**config.mk**
```make
export PLATFORM = sky130hd
export DESIGN_NAME = crc_stream_engine
export DESIGN_NICKNAME = d
export VERILOG_FILES = /design/src/rtl/crc_pkg.sv /design/src/rtl/crc_step_comb.sv /design/src/rtl/crc_stream_engine.sv
export SDC_FILE = /design/constraint.sdc
export NUM_CORES = 1
export LEC_CHECK = 0
export BUFFER_PORTS_ARGS = -buffer_cell sky130_fd_sc_hd__buf_4
export CAP_MARGIN = 20
export CORE_UTILIZATION = 50
export DETAILED_ROUTE_END_ITERATION = 6
export PLACE_DENSITY = 0.75
export SETUP_SLACK_MARGIN = 0.2
export SLEW_MARGIN = 40
export SYNTH_ARGS = -nofsm -noshare
export SYNTH_HDL_FRONTEND = slang
export SYNTH_SLANG_ARGS = --single-unit
```
**constraint.sdc**
```tcl
create_clock -name clk -period 4.87 [get_ports clk]
set_input_delay 0.487 -clock clk [delete_from_list [all_inputs] [get_ports clk]]
set_output_delay 0.487 -clock clk [all_outputs]
set_load 0.01 [all_outputs]
```
**src/rtl/crc_pkg.sv**
```systemverilog
// Shared types and helpers for the framed CRC engine: FSM states, bit-reversal
// helpers and the common polynomial presets.
package crc_pkg;

    typedef enum logic [1:0] {
        IDLE,
        RUN,
        DONE
    } crc_state_t;

    localparam logic [15:0] CRC16_CCITT_POLY    = 16'h1021;
    localparam logic [15:0] CRC16_CCITT_INIT    = 16'hFFFF;
    localparam logic [15:0] CRC16_CCITT_XOR_OUT = 16'h0000;

    localparam logic [31:0] CRC32_ETH_POLY      = 32'h04C11DB7;
    localparam logic [31:0] CRC32_ETH_INIT      = 32'hFFFFFFFF;
    localparam logic [31:0] CRC32_ETH_XOR_OUT   = 32'hFFFFFFFF;

    // Full 32-bit reversal; narrower CRCs shift the result down afterwards.
    function automatic logic [31:0] rev_bits(input logic [31:0] v);
        logic [31:0] r;
        for (int i = 0; i < 32; i++) r[i] = v[31-i];
        return r;
    endfunction

    function automatic logic [63:0] rev_bytes(input logic [63:0] v);
        logic [63:0] r;
        for (int b = 0; b < 8; b++)
            for (int i = 0; i < 8; i++) r[8*b+i] = v[8*b+7-i];
        return r;
    endfunction

endpackage

```
**src/rtl/crc_step_comb.sv**
```systemverilog
// Combinational CRC next-state for one beat: unrolled bit-serial LFSR over
// DATA_W/8 bytes, byte 0 first, MSB-first within a byte unless REFLECT_IN.
module crc_step_comb #(
    parameter int               DATA_W     = 8,
    parameter int               CRC_W      = 16,
    parameter logic [CRC_W-1:0] POLY       = 16'h1021,
    parameter bit               REFLECT_IN = 1'b0
) (
    input  logic [CRC_W-1:0]  crc_in,
    input  logic [DATA_W-1:0] data,
    output logic [CRC_W-1:0]  crc_nxt
);

    logic [CRC_W-1:0] crc_v;
    logic             fb;

    // NOTE: blocking assignments here are intentional; crc_v is a chain of
    // intermediate values within one evaluation, not stored state.
    always_comb begin
        crc_v = crc_in;
        fb    = 1'b0;
        for (int b = 0; b < DATA_W / 8; b++) begin
            for (int k = 0; k < 8; k++) begin
                fb    = crc_v[CRC_W-1] ^ data[8*b + (REFLECT_IN ? k : 7 - k)];
                crc_v = {crc_v[CRC_W-2:0], 1'b0} ^ (fb ? POLY : '0);
            end
        end
        crc_nxt = crc_v;
    end

endmodule

```
**src/rtl/crc_stream_engine.sv**
```systemverilog
// Framed, parametrised CRC engine: valid/ready beat input bounded by sof/eof,
// held result with compare flag, framing-error pulse and frame counter.
module crc_stream_engine
    import crc_pkg::*;
#(
    parameter int               DATA_W      = 8,
    parameter int               CRC_W       = 16,
    parameter logic [CRC_W-1:0] POLY        = CRC16_CCITT_POLY,
    parameter logic [CRC_W-1:0] INIT        = CRC16_CCITT_INIT,
    parameter logic [CRC_W-1:0] XOR_OUT     = CRC16_CCITT_XOR_OUT,
    parameter bit               REFLECT_IN  = 1'b0,
    parameter bit               REFLECT_OUT = 1'b0
) (
    input  logic              clk,
    input  logic              reset,
    input  logic              in_valid,
    output logic              in_ready,
    input  logic              in_sof,
    input  logic              in_eof,
    input  logic [DATA_W-1:0] in_data,
    input  logic [CRC_W-1:0]  cmp_crc,
    output logic              out_valid,
    input  logic              out_ready,
    output logic [CRC_W-1:0]  crc_out,
    output logic              crc_match,
    output logic              err_pulse,
    output logic [15:0]       frame_cnt
);

    crc_state_t       state, state_nxt;
    logic [CRC_W-1:0] crc_reg, crc_seed, crc_next;
    logic [CRC_W-1:0] crc_rev, crc_final;
    logic             xfer, crc_load, frame_done, err_nxt;

    assign out_valid = (state == DONE);
    // The result slot frees up in the same cycle it is consumed, so a new
    // frame can begin with zero bubble.
    assign in_ready  = !(out_valid && !out_ready);
    assign xfer      = in_valid && in_ready;
    assign crc_seed  = in_sof ? INIT : crc_reg;

    crc_step_comb #(
        .DATA_W    (DATA_W),
        .CRC_W     (CRC_W),
        .POLY      (POLY),
        .REFLECT_IN(REFLECT_IN)
    ) u_step (
        .crc_in (crc_seed),
        .data   (in_data),
        .crc_nxt(crc_next)
    );

    assign crc_rev   = CRC_W'(rev_bits(32'(crc_next)) >> (32 - CRC_W));
    assign crc_final = (REFLECT_OUT ? crc_rev : crc_next) ^ XOR_OUT;

    // NOTE: every output of this block gets a default first so no path
    // through the if-tree leaves a signal unassigned (which would infer a latch).
    always_comb begin
        state_nxt  = state;
        crc_load   = 1'b0;
        frame_done = 1'b0;
        err_nxt    = 1'b0;
        if (state == DONE && out_ready) state_nxt = IDLE;
        if (xfer) begin
            if (in_sof || state == RUN) begin
                crc_load = 1'b1;
                err_nxt  = in_sof && (state == RUN);
                if (in_eof) begin
                    state_nxt  = DONE;
                    frame_done = 1'b1;
                end else begin
                    state_nxt  = RUN;
                end
            end else begin
                // Stray mid-frame or eof beat with no open frame: dropped.
                err_nxt = 1'b1;
            end
        end
    end

    // NOTE: non-blocking assignments for all registered state so every flop
    // samples pre-edge values regardless of statement order.
    always_ff @(posedge clk or posedge reset) begin
        if (reset) begin
            state     <= IDLE;
            crc_reg   <= INIT;
            crc_out   <= '0;
            crc_match <= 1'b0;
            err_pulse <= 1'b0;
            frame_cnt <= 16'd0;
        end else begin
            state     <= state_nxt;
            err_pulse <= err_nxt;
            if (crc_load) crc_reg <= crc_next;
            if (frame_done) begin
                crc_out   <= crc_final;
                crc_match <= (crc_final == cmp_crc);
                frame_cnt <= frame_cnt + 16'd1;
            end
        end
    end

endmodule

```
; Yosys cells after proc, flatten, opt, wreduce, memory -nomap -nowiden
; Cells that the tools add are included.
; Widths: inputs -> output; s select.
[word_totals]
word_cells = 53
rom_bits = 0
latchBits = 0
out_inout_bits = 36
memories = 0
ram_bits = 0
register_bits = 52
in_bits = 30
[op_classes]
n_shift = 0
n_bitwise = 16
n_div = 0
n_lt_le_gt_ge = 0
multipliers = 0
reduce_logical = 7
addsub = 1
muxes = 20
n_eq_ne = 3
[ops]
columns = cell, count
row1 = $xor 16x16->16, 8
row2 = $mux 13, 8
row3 = $add 16x1->16 const B, 1
row4 = $eq 16x16->1, 1
row5 = $mux 16, 1
row6 = $mux 2, 4
row7 = $xor 1x1->1, 8
row8 = $mux 1, 7
row9 = $logic_and 1x1->1, 4
row10 = $eq 2x1->1 const B, 1
row11 = $eq 2x2->1 const B, 1
row12 = $logic_not 1->1, 2
row13 = $logic_or 1x1->1, 1

; Depth between registers and ports, before layout
[depth]
ltp_word = 26
depth_mapped = 9
depth_no_buf = 7

; Hierarchy
; A second synthesis with hierarchy kept.
[unflattened]
hier_cells = 214
hier_area_um2 = 2874.0
[modules_own_cells]
columns = module, area_per_inst_um2, instances, cells_per_inst
row1 = crc_stream_engine, 2478.6, 1, 188
row2 = crc_step_comb, 395.4, 1, 26

; Worst setup path after synthesis
; OpenSTA, ideal clock, no wires.
[synth_path]
path_kind = input to register
startpoint = input port in_sof
endpoint = register frame_cnt[8]
stages = 8
arrival_time_ns = 2.003
setup_ns = 0.126
slack_ns = 2.741
path_buffers = 1
cell_sequence = buf_2 -> inv_1 -> ha_1 -> and4b_1 -> and4_1 -> nand4_1 -> or2_2 -> xnor2_1
[synth_between]
elab_chain_len = 3
[synth_lines]
columns = item, line_no
row1 = "start, declared", crc_stream_engine.sv:18  ; input logic in_sof,
row2 = $logic_or 1x1->1, crc_stream_engine.sv:65  ; if (in_sof || state == RUN) begin
row3 = $mux 1, crc_stream_engine.sv:65
row4 = $mux 1, crc_stream_engine.sv:64  ; if (xfer) begin
row5 = "end signal, assigned", crc_stream_engine.sv:98  ; frame_cnt <= frame_cnt + 16'd1;
row6 = "end, declared", crc_stream_engine.sv:27  ; output logic [15:0] frame_cnt
; No other way between the ends.
; A chain may end at the register's enable or synchronous reset.

; Worst setup path in the final report
[layout_path]
startpoint = register state[1]
endpoint = register frame_cnt[8]
[layout_between]
elab_chain_len = 5
[layout_lines]
columns = item, line_no
row1 = "start, declared", crc_stream_engine.sv:30  ; crc_state_t state, state_nxt;
row2 = "start signal, assigned", crc_stream_engine.sv:92  ; state <= state_nxt;
row3 = $eq 2x2->1, crc_stream_engine.sv:35  ; assign out_valid = (state == DONE);
row4 = $logic_and 1x1->1, crc_stream_engine.sv:38  ; assign in_ready = !(out_valid && !out_ready);
row5 = $logic_not 1->1, crc_stream_engine.sv:38
row6 = $logic_and 1x1->1, crc_stream_engine.sv:39  ; assign xfer = in_valid && in_ready;
row7 = $mux 1 *, crc_stream_engine.sv:64
; Every way passes the cells marked *; elsewhere a longest branch is shown, timed or not.

==> results.yml <==
yosys:
  synth_ff_type: "dfrtp_1"
  synth_seq_cells: 52
  yosys_warnings: 0
  synthXorXnorAreaFrac_pct: 26.19
  ys_types: 34
  synth_top_family_by_area: "XOR/XNOR gates"
  synth_seq_area_share_pct: 47.52
  synth_mux_area_share_pct: 0.3600
  syn_area_mm2: 0.002780
  avgSynthCellArea_um2: 10.18
  synth_edf_count: 0
  synth_cells: 273
  synthAdderAreaFrac_pct: 0.9001
  synthArstFlopShare_pct: 100.0
  syn_nets: 305
  synth_compound_area_share_pct: 7.111
  yosys.area_share.simple_pct: 15.53
placement:
  port_buffers: 65
  hpwlAfterDp_um: 4135
  placed_area_mm2: 0.003319
  place_congestion: 0.8152
global_route:
  grt_pass1_wl_um: 9266
  grt_pass1_vias: 2012
  gr-total-overflow: 0
  grt_util_all_layers_pct: 20.18
  grt_max_degree: 53
  grtUsageMet1_pct: 28.06
  met3_usage_pct: 2.994
  gr-usage-met2_pct: 32.88
  top_usage_layer: "met2"
  antenna_found_initial: 0
power_and_ir_drop:
  power.switching_mw: 0.6889
  p_leak_nw: 1.557
  switching_share_pct: 36.10
  combPwrFrac_pct: 46.6
  pwr-share-seq_pct: 40.4
  p_clk_share_pct: 12.9
  p_int_mw: 1.219
  p_per_area_mw_per_mm2: 559.1
  vdd.ir_drop.worst_mv: 0.2788
  p_total_mw: 1.908
cts:
  cts-root-buf: "clkbuf_8"
  htreeDepth: 2
  clkSinkCount: 52
  cts_tree: "built"
  cts-buffers-inserted: 5
  clock_path_buffers: 2
  post_cts_buffers: 0
  cts_resized: 0
  hold_buffers: 0
  clk_latency_ps: 290
  clk_pin_slew_ps: 90
layout:
  drive_gt1_share_pct: 30.27
  layout_common_cells: "buf_4, xnor2_1, nand2_1"
  design_area_mm2: 0.003413
  nets: 368
  post-route-util_pct: 65.17
  fillCellCount: 442
  antennaDiodeCount: 0
  area_delta_synth_final_pct: 22.77
  layout_commonest_cell: "buf_4"
route:
  first_pass_iters: 4
  antenna_left: 0
  routed_wirelength_um: 5445
  wire_per_inst_um: 13.38
  via_per_inst: 4.993
  drt_first_iter_violations: 81
  via_count: 2032
  route.detailed.drc: 0
timing:
  rsz0062_at_grt: "no"
  slew_violations: 0
  fin_crit_ps: 2471
  tns_ps: 0
  fin_skew_ps: 7.718
  fmax_mhz: 404.7
  slew_headroom_pct: 58.72
  hold_viol_final: 0
  setup-violations-final: 0
  layout_worst_path_cycle_share_pct: 50.74
  tightest_slew_ps: 619.2
floorplan:
  rows: 26
  initial_core_util_pct: 53.08
  io_pins: 66
  die_h_um: 76.57
  core-area_mm2: 0.005238
  dieWidth_um: 76.57
  die-area_mm2: 0.005862
run:
  drv_cap: 0
critical_path:
  crit_start: "state[1]$_DFF_PP0_"
  cp_slowest_cell: "and4b_2"
  path_cells: "nand2b_1 -> ha_1 -> and4b_2 -> and4_1 -> nand4_1 -> or2_2 -> xnor2_1"
  worstSetupEndpoint: "frame_cnt[8]$_DFFE_PP0P_"
  crit_arrival_ps: 2640
  r2r-end: "frame_cnt[8]$_DFFE_PP0P_"
  reg2reg_depth: 7
  reg2reg_from: "state[1]$_DFF_PP0_"
  endpoint_kind: "flip-flop"
  slowest_delay_ps: 630
  critical_path_class: "reg2reg"
  crit_cells: 7
  cp_num_buf_inv: 0
  path_max_fanout: 29
  crit_required_ps: 5040
  worstSetupStartpointType: "flip-flop"
  crit_family: "simple AND/OR/NAND/NOR gates"
  r2r_setup_slack_ps: 2400
worst_hold_path:
  hp-class: "in2async"
run_status:
  status: "finished clean"
worst reg2reg max path: stages, from the launching register on:
cell and delay, ps:
dfrtp_1 400, nand2b_1 150, ha_1 190, and4b_2 630, and4_1 330, nand4_1 200, or2_2 330, xnor2_1 130
area by class of cell:
class | count | area (um^2) | area share, %
Inverter | 7 | 28.78 | 0.8431
Timing Repair Buffer | 65 | 488.0 | 14.30
Tap cell | 70 | 87.58 | 2.566
Clock buffer | 7 | 86.33 | 2.529
Multi-Input combinational cell | 205 | 1394 | 40.84
Clock inverter | 1 | 7.507 | 0.2199
Sequential cell | 52 | 1321 | 38.71
through the flow:
stage | cells | setup WS (ps) | hold slack (ps)
after floorplan | 273 | 2741 | 448.6
after global placement | 399 | 1894 | 459.2
after detailed placement | 399 | 2087 | 461.0
after CTS | 407 | 2369 | 297.5
after global routing | 407 | 2196 | 314.2
final | 407 | 2399 | 272.1
cell usage after synthesis (2+ instances only):
master | instances | area [um^2]
or2_2 | 4 | 25.02
inv_1 | 7 | 26.28
xnor2_1 | 44 | 385.4
buf_2 | 2 | 10.01
a21oi_1 | 10 | 50.05
ha_1 | 2 | 25.02
dfstp_2 | 16 | 420.4
dfrtp_1 | 36 | 900.9
o21ai_0 | 23 | 115.1
nand3_1 | 5 | 25.02
nand4_1 | 5 | 31.28
nor2_1 | 32 | 120.1
nor4_1 | 2 | 12.51
xnor3_1 | 6 | 135.1
nand2_1 | 40 | 150.1
xor2_1 | 17 | 148.9
clkbuf_1 | 5 | 18.77
cells by family after synthesis:
logic type               Yosys count
AND/OR/NAND/NOR                   96
XOR/XNOR                          70
flip-flops                        52
AO/OA/AOI/OAI                     36
buffers and inverters             16
adder cells (fa/ha/maj)            2
multiplexers                       1
routing by layer:
layer  vias up  routed length (um)
met5         -                   0
met4         0                  55
met3         4                 190
met2        42                2563
met1       970                2635
li1       1016                   -
worst min path at each step:
| stage | from | end | slack [ps] | cells past startpoint |
|---|---|---|---|---|
| after floorplan | crc_reg[0]$_DFFE_PP1P_ | crc_reg[0]$_DFFE_PP1P_ | 450 | 2 |
| after global placement | crc_reg[0]$_DFFE_PP1P_ | crc_reg[0]$_DFFE_PP1P_ | 460 | 2 |
| final | reset | frame_cnt[1]$_DFFE_PP0P_ | 270 | 2 |
| after global routing | reset | err_pulse$_DFF_PP0_ | 310 | 2 |
| after CTS | reset | frame_cnt[1]$_DFFE_PP0P_ | 300 | 2 |
| after detailed placement | crc_reg[0]$_DFFE_PP1P_ | crc_reg[0]$_DFFE_PP1P_ | 460 | 2 |
power groups by stage:
stage | Clock [mW] | Combinational [mW] | Sequential, mW
after floorplan | 0 | 0.591 | 0.790
after detailed placement | 0 | 0.892 | 0.779
after CTS | 0.253 | 0.899 | 0.772
final | 0.247 | 0.890 | 0.771
after global routing | 0.269 | 0.988 | 0.796
after global placement | 0 | 0.882 | 0.774
Power figures use the tool's default switching activity.
